==> config.mk <==
export PLATFORM = sky130hd
export DESIGN_NAME = pong_ball_ctrl
export DESIGN_NICKNAME = d
export VERILOG_FILES = /design/src/rtl/pong_pkg.sv /design/src/rtl/pong_serve_counter.sv /design/src/rtl/pong_ball_ctrl.sv
export SDC_FILE = /design/constraint.sdc
export NUM_CORES = 1
export LEC_CHECK = 0
export CELL_PAD_IN_SITES_DETAIL_PLACEMENT = 1
export CELL_PAD_IN_SITES_GLOBAL_PLACEMENT = 2
export CORE_ASPECT_RATIO = 2
export CORE_MARGIN = 2
export CORE_UTILIZATION = 32
export DETAILED_ROUTE_END_ITERATION = 12
export PLACE_DENSITY = 0.77
export SKIP_CTS_REPAIR_TIMING = 1
export SLEW_MARGIN = 20
export SYNTH_ARGS = -nofsm -noshare
export SYNTH_HDL_FRONTEND = slang
export SYNTH_SLANG_ARGS = --single-unit
==> constraint.sdc <==
create_clock -name Clk -period 3.6 [get_ports Clk]
set_clock_uncertainty 0.05 [all_clocks]
set_input_delay 0.72 -clock Clk [delete_from_list [all_inputs] [get_ports Clk]]
set_output_delay 0.72 -clock Clk [all_outputs]
set_load 0.01 [all_outputs]
==> src/rtl/pong_pkg.sv <==
// Shared constants and state encoding for the Pong ball engine.
// Field geometry is in pixels; the centre position is where the ball
// sits in IDLE and where it is placed again after every point.
package pong_pkg;

  localparam int FIELD_W    = 160;
  localparam int FIELD_H    = 120;
  localparam int BALL_SZ    = 4;
  localparam int PAD_H      = 16;
  localparam int PAD_L_FACE = 8;
  localparam int PAD_R_FACE = 152;

  localparam int CX = (FIELD_W - BALL_SZ) / 2;
  localparam int CY = (FIELD_H - BALL_SZ) / 2;

  typedef enum logic [1:0] {
    IDLE  = 2'b00,
    SERVE = 2'b01,
    MOVE  = 2'b10
  } state_t;

endpackage

==> src/rtl/pong_serve_counter.sv <==
// Serve hold-off counter: counts game ticks while the ball waits at centre.
// Ports:
//   Clk  - system clock
//   Rst  - synchronous active-low reset
//   Clr  - synchronous clear (wins over Tick)
//   Tick - count enable, one-cycle game-rate pulse
//   Done - combinational: the tick that completes the hold-off
module pong_serve_counter #(
  parameter int SERVE_TICKS = 30
) (
  input  logic Clk,
  input  logic Rst,
  input  logic Clr,
  input  logic Tick,
  output logic Done
);

  localparam int CNT_W = (SERVE_TICKS > 1) ? $clog2(SERVE_TICKS) : 1;
  localparam logic [CNT_W-1:0] LAST = CNT_W'(SERVE_TICKS - 1);

  logic [CNT_W-1:0] count;

  always_ff @(posedge Clk) begin
    if (!Rst) begin
      count <= '0;
    end else if (Clr) begin
      count <= '0;
    end else if (Tick) begin
      count <= count + CNT_W'(1);
    end
  end

  assign Done = Tick && (count == LAST);

endmodule

==> src/rtl/pong_ball_ctrl.sv <==
// Ball motion engine. On every game tick in MOVE the ball advances one pixel
// per axis, reflecting off the top/bottom walls and the paddle faces; a ball
// that reaches either side edge scores for the opposite player and is served
// again from the centre after a hold-off.
// Ports:
//   Clk     - system clock
//   Rst     - synchronous active-low reset
//   Tick    - one-cycle game-rate pulse
//   Start   - level, leaves IDLE
//   PadL_Y  - top row of left paddle
//   PadR_Y  - top row of right paddle
//   BallX   - ball left column (registered)
//   BallY   - ball top row (registered)
//   Hit     - one-cycle pulse on a paddle bounce
//   ScoreL  - one-cycle pulse, ball left the field on the right
//   ScoreR  - one-cycle pulse, ball left the field on the left
//   Playing - high while serving or moving
module pong_ball_ctrl #(
  parameter int FIELD_W     = pong_pkg::FIELD_W,
  parameter int FIELD_H     = pong_pkg::FIELD_H,
  parameter int BALL_SZ     = pong_pkg::BALL_SZ,
  parameter int PAD_H       = pong_pkg::PAD_H,
  parameter int PAD_L_FACE  = pong_pkg::PAD_L_FACE,
  parameter int PAD_R_FACE  = pong_pkg::PAD_R_FACE,
  parameter int SERVE_TICKS = 30
) (
  input  logic       Clk,
  input  logic       Rst,
  input  logic       Tick,
  input  logic       Start,
  input  logic [6:0] PadL_Y,
  input  logic [6:0] PadR_Y,
  output logic [7:0] BallX,
  output logic [6:0] BallY,
  output logic       Hit,
  output logic       ScoreL,
  output logic       ScoreR,
  output logic       Playing
);

  import pong_pkg::*;

  localparam logic [7:0] X_MAX   = 8'(FIELD_W - BALL_SZ);
  localparam logic [6:0] Y_MAX   = 7'(FIELD_H - BALL_SZ);
  localparam logic [7:0] X_CTR   = 8'((FIELD_W - BALL_SZ) / 2);
  localparam logic [6:0] Y_CTR   = 7'((FIELD_H - BALL_SZ) / 2);
  localparam logic [7:0] L_FACE  = 8'(PAD_L_FACE);
  localparam logic [8:0] R_FACE  = 9'(PAD_R_FACE);
  localparam logic [8:0] BALL_X9 = 9'(BALL_SZ);
  localparam logic [7:0] BALL_Y8 = 8'(BALL_SZ);
  localparam logic [7:0] PAD_H8  = 8'(PAD_H);

  // Vertical overlap of ball and paddle, widened to 8 bits so that
  // row+height near the bottom of the 7-bit range cannot wrap.
  function automatic logic overlap(input logic [6:0] ball_top,
                                   input logic [6:0] pad_top);
    logic [7:0] b;
    logic [7:0] p;
    b = {1'b0, ball_top};
    p = {1'b0, pad_top};
    return ((b + BALL_Y8) > p) && (b < (p + PAD_H8));
  endfunction

  state_t     state, state_nx;
  logic       dx, dx_nx;
  logic       dy, dy_nx;
  logic [7:0] ball_x_nx;
  logic [6:0] ball_y_nx;
  logic       hit_nx, score_l_nx, score_r_nx, playing_nx;

  logic [6:0] y_step;
  logic       dy_step;
  logic [8:0] x_end;
  logic       bounce_l, bounce_r, miss_l, miss_r;
  logic       scored, cnt_clr, cnt_tick, serve_done;

  // Vertical move for this tick, including the wall reflection.
  always_comb begin
    y_step  = BallY;
    dy_step = dy;
    if (!dy && (BallY == 7'd0)) begin
      y_step  = 7'd1;
      dy_step = 1'b1;
    end else if (dy && (BallY == Y_MAX)) begin
      y_step  = BallY - 7'd1;
      dy_step = 1'b0;
    end else if (dy) begin
      y_step  = BallY + 7'd1;
    end else begin
      y_step  = BallY - 7'd1;
    end
  end

  assign x_end    = {1'b0, BallX} + BALL_X9;
  assign bounce_l = !dx && (BallX == L_FACE) && overlap(BallY, PadL_Y);
  assign bounce_r = dx && (x_end == R_FACE) && overlap(BallY, PadR_Y);
  assign miss_l   = !dx && (BallX == 8'd0);
  assign miss_r   = dx && (BallX == X_MAX);

  // Paddle bounces take priority over an edge miss on the same tick.
  assign scored   = (state == MOVE) && Tick && !bounce_l && !bounce_r &&
                    (miss_l || miss_r);
  assign cnt_clr  = ((state == IDLE) && Start) || scored;
  assign cnt_tick = (state == SERVE) && Tick;

  pong_serve_counter #(
    .SERVE_TICKS(SERVE_TICKS)
  ) u_serve_counter (
    .Clk (Clk),
    .Rst (Rst),
    .Clr (cnt_clr),
    .Tick(cnt_tick),
    .Done(serve_done)
  );

  always_comb begin
    state_nx   = state;
    ball_x_nx  = BallX;
    ball_y_nx  = BallY;
    dx_nx      = dx;
    dy_nx      = dy;
    hit_nx     = 1'b0;
    score_l_nx = 1'b0;
    score_r_nx = 1'b0;
    case (state)
      IDLE: begin
        if (Start) state_nx = SERVE;
      end
      SERVE: begin
        if (serve_done) state_nx = MOVE;
      end
      MOVE: begin
        if (Tick) begin
          ball_y_nx = y_step;
          dy_nx     = dy_step;
          if (bounce_l) begin
            dx_nx     = 1'b1;
            ball_x_nx = BallX + 8'd1;
            hit_nx    = 1'b1;
          end else if (bounce_r) begin
            dx_nx     = 1'b0;
            ball_x_nx = BallX - 8'd1;
            hit_nx    = 1'b1;
          end else if (miss_l || miss_r) begin
            // Recentre and serve toward the player who lost the point;
            // the vertical step of this tick is dropped, DY is kept.
            score_r_nx = miss_l;
            score_l_nx = miss_r;
            dx_nx      = miss_r;
            ball_x_nx  = X_CTR;
            ball_y_nx  = Y_CTR;
            dy_nx      = dy;
            state_nx   = SERVE;
          end else if (dx) begin
            ball_x_nx = BallX + 8'd1;
          end else begin
            ball_x_nx = BallX - 8'd1;
          end
        end
      end
      default: state_nx = IDLE;
    endcase
    playing_nx = (state_nx != IDLE);
  end

  always_ff @(posedge Clk) begin
    if (!Rst) begin
      state   <= IDLE;
      BallX   <= X_CTR;
      BallY   <= Y_CTR;
      dx      <= 1'b1;
      dy      <= 1'b1;
      Hit     <= 1'b0;
      ScoreL  <= 1'b0;
      ScoreR  <= 1'b0;
      Playing <= 1'b0;
    end else begin
      state   <= state_nx;
      BallX   <= ball_x_nx;
      BallY   <= ball_y_nx;
      dx      <= dx_nx;
      dy      <= dy_nx;
      Hit     <= hit_nx;
      ScoreL  <= score_l_nx;
      ScoreR  <= score_r_nx;
      Playing <= playing_nx;
    end
  end

endmodule

=== After elaboration in Yosys (flattened, before gate mapping) ===
Cells that the tools add are included.

* Flip-flop bits (word level): 28
* Input port bits: 18

* $add $sub $neg: 9
* Order comparisons: 4
* Equal/unequal tests: 8
* Muxes and demuxes: 27
* Bitwise gates (word level): 4
* Reductions and logical operators: 34

{| class="wikitable"
|+ Operators by type and width
! kind !! number
|-
| $mux W7 || 6
|-
| $mux W8 || 4
|-
| $logic_and A1 B1 Y1 || 17
|-
| $add A7 B5 Y8 const B || 2
|-
| $gt A8 B7 Y1 || 2
|-
| $lt A7 B8 Y1 || 2
|-
| $mux W2 || 6
|-
| $mux W1 || 10
|-
| $add A8 B3 Y9 const B || 1
|-
| $eq A9 B8 Y1 const B || 1
|-
| $reduce_and A3 Y1 || 3
|-
| $add A7 B3 Y8 const B || 1
|-
| $add A8 B1 Y8 const B || 1
|-
| $eq A8 B4 Y1 const B || 1
|-
| $eq A8 B8 Y1 const B || 1
|-
| $logic_not A8 Y1 || 1
|-
| $sub A8 B1 Y8 const B || 1
|-
| $add A7 B1 Y7 const B || 1
|-
| $eq A7 B7 Y1 const B || 1
|-
| $logic_not A7 Y1 || 1
|-
| $sub A7 B1 Y7 const B || 1
|-
| $pmux W2 S3 || 1
|-
| $reduce_or A6 Y1 || 1
|-
| $add A5 B1 Y5 const B || 1
|-
| 12 further kinds || 19
|}

=== Logic depth before layout (Yosys ltp) ===
Gate-level depths: netlist of run 1.

* Depth after elaboration: 10
* Gate-level depth with buffers: 12
* Depth with buffers taken out: 12

=== Hierarchy ===
A second synthesis of run 1 with hierarchy kept.

* Cell total of the unflattened synthesis: 326
* Area, all modules: 2,591.2 um^2

{| class="wikitable"
|+ By module, submodules not included
! module !! times used !! cells an instance !! area each (um^2) !! sequential area each (um^2)
|-
| pong_ball_ctrl || 1 || 298 || 2,327.2 || 460.4
|-
| pong_serve_counter || 1 || 28 || 264.0 || 100.1
|}

=== Worst setup path after synthesis of run 1 ===
No wires, ideal clock.

* Path kind: input -> register
* Start: input PadR_Y[4]
* End: register BallX[4]
* Data arrival time: 3.005 ns
* Required time: 3.474 ns
* Path slack: 0.469 ns
* Stages: 11
* Cells stage by stage: ha_1 > inv_1 > ha_1 > a21oi_1 > and3b_1 > o41ai_1 > o311a_1 > o31ai_4 > mux2_2 > or3_1 > a31oi_1

* Cells in the longest elaborated chain, start to end: 6
* Elaborated cells between the ends (all ways): 7

{| class="wikitable"
|+ RTL lines
! element !! RTL line !! source
|-
| start, declared || pong_ball_ctrl.sv:32 || <nowiki>input logic [6:0] PadR_Y,</nowiki>
|-
| $add A7 B5 Y8 || pong_ball_ctrl.sv:61 || <nowiki>return ((b + BALL_Y8) > p) && (b < (p + PAD_H8));</nowiki>
|-
| $lt A7 B8 Y1 || pong_ball_ctrl.sv:61 ||
|-
| $logic_and A1 B1 Y1 * || pong_ball_ctrl.sv:61 ||
|-
| $logic_and A1 B1 Y1 * || pong_ball_ctrl.sv:96 || <nowiki>assign bounce_r = dx && (x_end == R_FACE) && overlap(BallY, PadR_Y);</nowiki>
|-
| $mux W8 * || pong_ball_ctrl.sv:140 || <nowiki>end else if (bounce_r) begin</nowiki>
|-
| $mux W8 * || pong_ball_ctrl.sv:136 || <nowiki>if (bounce_l) begin</nowiki>
|-
| end signal, assigned || pong_ball_ctrl.sv:179 || <nowiki>BallX <= ball_x_nx;</nowiki>
|-
| end, declared || pong_ball_ctrl.sv:33 || <nowiki>output logic [7:0] BallX,</nowiki>
|}

Every way passes the cells marked *; elsewhere a longest branch is shown, timed or not.
A chain may end at the register's enable or synchronous reset.

=== Worst setup path in the final report of run 1 ===
* Start: input PadR_Y[5]
* End: register BallX[4]

The elaborated chain is that of the path after synthesis.

==> results.json, run 1 <==
{
  "status": "complete, no violations",
  "numCtsBuffers": 3,
  "netlist.area_leader.share": 0.228,
  "worstPathMaxFanout": 8,
  "maxSlewViolCount": 0,
  "synth_fa_ha_area_frac": 0.188,
  "postLayoutCellArea_um2": 3190,
  "hpwl_mm": 6.27,
  "worst_setup_path_end_kind": "register",
  "ir_worst_vdd_v": 0.000192,
  "syn_nets": 359,
  "clk_latency_ns": 0.27,
  "cts_tree": "done",
  "drtIter0Drc": 49,
  "cap_violations": 0,
  "synth.ff_latch_count": 28,
  "diodes": 0,
  "gp_congestion": 0.819,
  "ant_nets": 0,
  "netlist.top_cell.by_area": "dfxtp_1",
  "hold_ws_ns": 0.488,
  "synthArstFlopShare": 0,
  "total_power_mw": 0.715,
  "ys_seq_area_frac": 0.228,
  "areaGrowthSynthToFinish_pct": 29.9,
  "coreArea_um2": 7540,
  "synth.avg_cell_area_um2": 8.08,
  "synth_compound_area_frac": 0.207,
  "path_clk_slew_ns": 0.07,
  "die-area_um2": 8430,
  "antenna_found_initial": 0,
  "synthTopCellsByArea": "dfxtp_1 (23%), ha_1 (19%), nand3_1 (4.1%), inv_1 (3.8%), nor2_1 (3.2%)",
  "holdPathStages": 2,
  "die_h_um": 128,
  "crit_top_cell": "ha_1",
  "drc": 0,
  "grt_max_degree": 16,
  "die_w_um": 66.0,
  "grt_pass1_vias": 2709,
  "synthSimpleGateAreaFrac": 0.246,
  "ys.flop_type": "dfxtp_1",
  "syn_inst": 304,
  "rsz0062_at_grt": "no",
  "power_density_nw_per_um2": 224,
  "wirelength_mm": 7.66,
  "tightest_slew_ns": 0.517,
  "cp_slowest_stage_delay_ns": 0.45,
  "dp.cells": 450,
  "cp.required_ns": 3.76,
  "port_buffers": 36,
  "reg2regPathDepth": 13,
  "hold_viol_final": 0,
  "arrival_ns": 3.60,
  "reg2reg_from": "BallY[3]",
  "fin_crit_ns": 3.44,
  "synth_area_um2": 2460,
  "rows": 45,
  "timing.final.crit_share": 0.956,
  "critPathKind": "in2reg",
  "grt-ovfl-total": 0,
  "grt_pass1_wl_mm": 12.7,
  "firstDrtPassIters": 4,
  "initial_core_util": 0.326,
  "synth_top_family_by_area": "simple AND/OR/NAND/NOR gates",
  "leakagePower_nw": 1.35,
  "hold_class": "reg2reg",
  "pre_cts_ws_ns": -0.220,
  "synth_edf_count": 0,
  "synth-xor-area-share": 0.0428,
  "cts_root_buffer": "clkbuf_16",
  "yosys_warnings": 0,
  "clock_tree.buffer_depth": 2,
  "routed_via_density": 5.53,
  "slew_headroom": 0.655,
  "hp-start": "u_serve_counter.count[4]",
  "ys_types": 55,
  "synthMuxAreaShare": 0.0301,
  "wire_per_inst_um": 16.9,
  "fin_setup_tns_ns": 0,
  "nNetsFinal": 416,
  "crit_path_top_delay_cell": "clkdlybuf4s50_1",
  "start_kind": "input port",
  "h-tree-depth": 1,
  "max_freq_mhz": 290,
  "ff2ff_setup_slack_ns": 0.25,
  "vias": 2512,
  "fin_util": 0.423,
  "cts_sinks": 28,
  "finalNonFillerCells": 454,
  "dpl_cell_area_um2": 3090,
  "timing.rr.end": "BallX[4]",
  "cp_cell_sequence": "clkdlybuf4s50_1, ha_1, inv_1, ha_1, a21oi_1, and3b_1, o41ai_2, o311a_1, o31ai_4, mux2_2, or3_1, a31oi_1",
  "fin_ws_ns": 0.157,
  "hold_path_end": "u_serve_counter.count[4]",
  "layout-drive-gt1-share": 0.128,
  "io_pins": 37,
  "grt_usage": 0.197,
  "setup_viol": 0
}
power by group:
group / switching (mW) / internal (mW)
clock: 0.115 / 0.171
sequential: 0.00548 / 0.313
combinational: 0.0513 / 0.0590
total: 0.172 / 0.543
worst max path at each step:
stage                   start       end  slack, ns
floorplan           PadR_Y[4]  BallX[4]       0.47
global placement    PadR_Y[5]  BallX[4]      -0.08
detailed placement  PadR_Y[5]  BallX[4]      -0.22
CTS                 PadR_Y[5]  BallX[4]       0.08
global route        PadR_Y[5]  BallX[4]     0.0007
finish              PadR_Y[5]  BallX[4]       0.16
logic make-up after synthesis:
logic type      count (synthesis)
simple gates                  112
compound gates                 71
buf+inv                        37
fa+ha+maj                      37
flops                          28
xor+xnor                       12
mux                             7
cell usage after synthesis (7+ instances only):
cell type	number
ha_1	37
dfxtp_1	28
inv_1	25
nor2_1	21
nand3_1	20
nand2_1	19
a21oi_1	15
o21ai_0	12
nand4_1	10
clkbuf_1	9
xnor2_1	8
nor3_1	7
o211ai_1	7
critical path: cells and delay by family:
| family | cells | cell delay, ns |
|---|---|---|
| fa+ha+maj | 2 | 0.56 |
| compound gates | 5 | 1.00 |
| mux | 1 | 0.32 |
| buf+inv | 2 | 0.49 |
| simple gates | 2 | 0.52 |
layout by cell type, fill, tap and decap left out, drive strengths merged, types with 3 or more instances in the layout:
| cell type | netlist | final |
|---|---|---|
| nand3 | 20 | 20 |
| nor3 | 7 | 7 |
| ha | 37 | 37 |
| a31oi | 4 | 4 |
| buf | 2 | 27 |
| o21ai | 12 | 12 |
| a21o | 3 | 3 |
| nor2b | 5 | 5 |
| and2 | 5 | 5 |
| o211ai | 7 | 7 |
| a211o | 3 | 3 |
| xor2 | 4 | 4 |
| dfxtp | 28 | 28 |
| nand4 | 11 | 11 |
| clkdlybuf4s50 | 0 | 36 |
| clkbuf | 9 | 4 |
| inv | 25 | 25 |
| a21oi | 15 | 15 |
| a211oi | 6 | 6 |
| and3 | 8 | 8 |
| nor2 | 21 | 21 |
| mux2i | 4 | 4 |
| xnor2 | 8 | 8 |
| o31ai | 5 | 5 |
| nand2 | 19 | 19 |
| mux2 | 3 | 3 |
| or3 | 3 | 3 |
sequential cells by signal, summed over array words and instances, names as in the netlist:
register               cells
BallY                      7
dx                         1
state                      2
ScoreR                     1
ScoreL                     1
BallX                      8
u_serve_counter.count      5
Hit                        1
Playing                    1
dy                         1
layer usage:
layer	global-route usage	part of all wire	up-vias
met5	0	0	-
met4	0.118	0.052	0
met3	0.0193	0.020	19
met2	0.380	0.57	40
met1	0.191	0.35	1223
li1	-	-	1230
area by class of cell:
cell class                 instances  area, µm²
inverter                          26       97.6
multi-input combinational        239       1760
fill                             939       4360
tap                               94        118
timing repair buffer              63        563
sequential                        28        561
clock buffer                       4       88.8
Note: power is estimated with default switching activity, not from simulation.
==> run 2: changes to the inputs <==
--- a/config.mk
+++ b/config.mk
@@ -5,13 +5,14 @@
 export SDC_FILE = /design/constraint.sdc
 export NUM_CORES = 1
 export LEC_CHECK = 0
-export CELL_PAD_IN_SITES_DETAIL_PLACEMENT = 1
-export CELL_PAD_IN_SITES_GLOBAL_PLACEMENT = 2
+export CELL_PAD_IN_SITES_DETAIL_PLACEMENT = 0
+export CELL_PAD_IN_SITES_GLOBAL_PLACEMENT = 1
 export CORE_ASPECT_RATIO = 2
 export CORE_MARGIN = 2
-export CORE_UTILIZATION = 32
+export CORE_UTILIZATION = 42
+export CTS_BUF_LIST = sky130_fd_sc_hd__clkbuf_8
 export DETAILED_ROUTE_END_ITERATION = 12
-export PLACE_DENSITY = 0.77
+export PLACE_DENSITY = 0.8
 export SKIP_CTS_REPAIR_TIMING = 1
 export SLEW_MARGIN = 20
 export SYNTH_ARGS = -nofsm -noshare
==> run 2 against run 1 <==
Net effect: sequential cell count is the same; final area shrank 4.0%; total power shrank 15%; critical path depth is the same; non-clock buffer count shrank 4; global-route usage grew 2.2 points; via count shrank 3.3%; count of clock-buffer cells in the layout shrank 1; core utilization grew 12 points; worst hold slack lost 0.0058 ns; critical endpoint unchanged; largest cell class unchanged.
==> results.json, run 2 (synthesized netlist as in run 1, its figures left out) <==
{
  "cts_root_buffer": "clkbuf_8",
  "grt_usage": 0.218,
  "diodes": 0,
  "grt_pass1_wl_mm": 11.0,
  "final_cell_mix": "ha_1 (37), clkdlybuf4s50_1 (36), dfxtp_1 (28), inv_1 (25), buf_4 (23)",
  "regArea_um2": 561,
  "die-area_um2": 6510,
  "worst_setup_path_end_kind": "register",
  "largest_reg_flops": 8,
  "reg2reg_from": "BallY[2]",
  "routed_via_density": 5.84,
  "tightest_slew_ns": 0.485,
  "coreArea_um2": 5660,
  "areaGrowthSynthToFinish_pct": 24.7,
  "power.switching_mw": 0.161,
  "hpwl_mm": 5.41,
  "top_register": "BallX",
  "die_h_um": 112,
  "clock_tree.buffer_depth": 2,
  "grt_max_degree": 15,
  "initial_core_util": 0.434,
  "fin_util": 0.541,
  "grt_pass1_vias": 2474,
  "arrival_ns": 3.56,
  "die_w_um": 58.1,
  "rsz0062_at_grt": "no",
  "holdPathStages": 2,
  "power_density_nw_per_um2": 198,
  "hold_class": "reg2reg",
  "max_freq_mhz": 296,
  "leakagePower_nw": 1.31,
  "cts_tree": "done",
  "ir_worst_vdd_v": 0.000255,
  "rows": 39,
  "clk_latency_ns": 0.29,
  "cp.buffers_inverters": 2,
  "maxSlewViolCount": 0,
  "fill_cells": 580,
  "p_clk_frac": 0.299,
  "hp-start": "u_serve_counter.count[4]",
  "ff2ff_setup_slack_ns": 0.22,
  "antenna_found_initial": 0,
  "comb_power_share": 0.177,
  "drtIter0Drc": 59,
  "hold_ws_ns": 0.482,
  "cpLargestDelayFamily": "compound AO/OA/AOI/OAI gates",
  "cts_sinks": 28,
  "crit_top_cell": "ha_1",
  "p_seq_frac": 0.525,
  "critPathKind": "in2reg",
  "worstPathMaxFanout": 8,
  "wl_met3_um": 138,
  "swShare": 0.265,
  "cp.required_ns": 3.78,
  "timing.rr.end": "BallX[4]",
  "hold_viol_final": 0,
  "hold_path_end": "u_serve_counter.count[4]",
  "timing.final.crit_share": 0.939,
  "grt-ovfl-total": 0,
  "numCtsBuffers": 3,
  "h-tree-depth": 1,
  "crit_path_top_delay_cell": "clkdlybuf4s50_1",
  "wl_met1_mm": 2.40,
  "wirelength_mm": 6.62,
  "nNetsFinal": 412,
  "ant_nets": 0,
  "cap_violations": 0,
  "reg_top3": "BallX x8, BallY x7, u_serve_counter.count x5",
  "cp_slowest_stage_delay_ns": 0.42,
  "multiInputGateArea_um2": 1750,
  "wl_met2_mm": 3.76,
  "mostFrequentLayoutCell": "ha_1",
  "start_kind": "input port",
  "reg2regPathDepth": 13,
  "port_buffers": 36,
  "path_clk_slew_ns": 0.09,
  "firstDrtPassIters": 4,
  "top_layer_used": "met4",
  "drc": 0,
  "vias": 2428,
  "cp_cell_sequence": "clkdlybuf4s50_1, ha_1, inv_1, ha_1, a21oi_1, and3b_1, o41ai_1, o311a_1, o31ai_4, mux2_2, or3_1, a31oi_1",
  "status": "complete, no violations",
  "p_int_mw": 0.446,
  "slew_headroom": 0.677,
  "io_pins": 37,
  "setup_viol": 0,
  "layout-drive-gt1-share": 0.113,
  "fin_crit_ns": 3.38,
  "gp_congestion": 0.891,
  "wire_per_inst_um": 15.9
}
-- run 2: changes by cell type in the layout (fill, tap and decap cells not counted) --
cell       previous run  this run
o41ai_1               0         1
clkbuf_8              1         3
buf_4                27        23
o41ai_2               1         0
clkbuf_16             3         0
-- run 2: worst max path at each step --
stage               slack (ns)      start  depth (start not counted)       end
global route              0.01  PadR_Y[4]                         12  BallX[3]
detailed placement       -0.11  PadR_Y[4]                         12  BallX[4]
CTS                       0.21   BallY[2]                         13  BallX[4]
floorplan                 0.47  PadR_Y[4]                         11  BallX[4]
finish                    0.22  PadR_Y[4]                         12  BallX[4]
global placement         -0.04  PadR_Y[4]                         12  BallX[4]
-- run 2: metrics by stage --
step	setup TNS [ns]	instance area, µm²	power, mW	cells	setup WS, ns
after CTS	0	3060	0.617	416	0.207
after global placement	-0.0652	3020	0.431	413	-0.0370
after detailed placement	-0.367	3020	0.434	413	-0.107
after global routing	0	3060	0.637	416	0.0115
after floorplan	0	2460	0.383	304	0.469
final	0	3060	0.607	416	0.220
-- run 2: layer usage --
layer	vias up	track usage
met5	-	0
met4	0	0.136
met3	24	0.0138
met2	44	0.410
met1	1134	0.221
li1	1226	-
-- run 2: worst register-to-register path, delay by kind of cell, from the launching register on --
kind,cells,cell delay (ns)
multiplexers,1,0.31
AND/OR/NAND/NOR,3,0.56
adder cells (fa/ha/maj),2,0.57
AO/OA/AOI/OAI,5,0.94
buffers and inverters,1,0.16
XOR/XNOR,1,0.28
flip-flops,1,0.44
-- run 2: area by class of cell --
type,instances,share of cell area
multi-input cells,239,0.573
flip-flops and latches,28,0.183
repair buffers,59,0.174
well taps,61,0.0249
clock buffers,3,0.0135
inverters,26,0.0319
-- run 2: power groups by stage --
| stage | clock network, mW | logic [mW] | registers (mW) |
|---|---|---|---|
| after floorplan | 0 | 0.0589 | 0.324 |
| after global placement | 0 | 0.105 | 0.326 |
| after detailed placement | 0 | 0.108 | 0.326 |
| after CTS | 0.190 | 0.109 | 0.319 |
| after global routing | 0.196 | 0.121 | 0.320 |
| final | 0.181 | 0.107 | 0.318 |
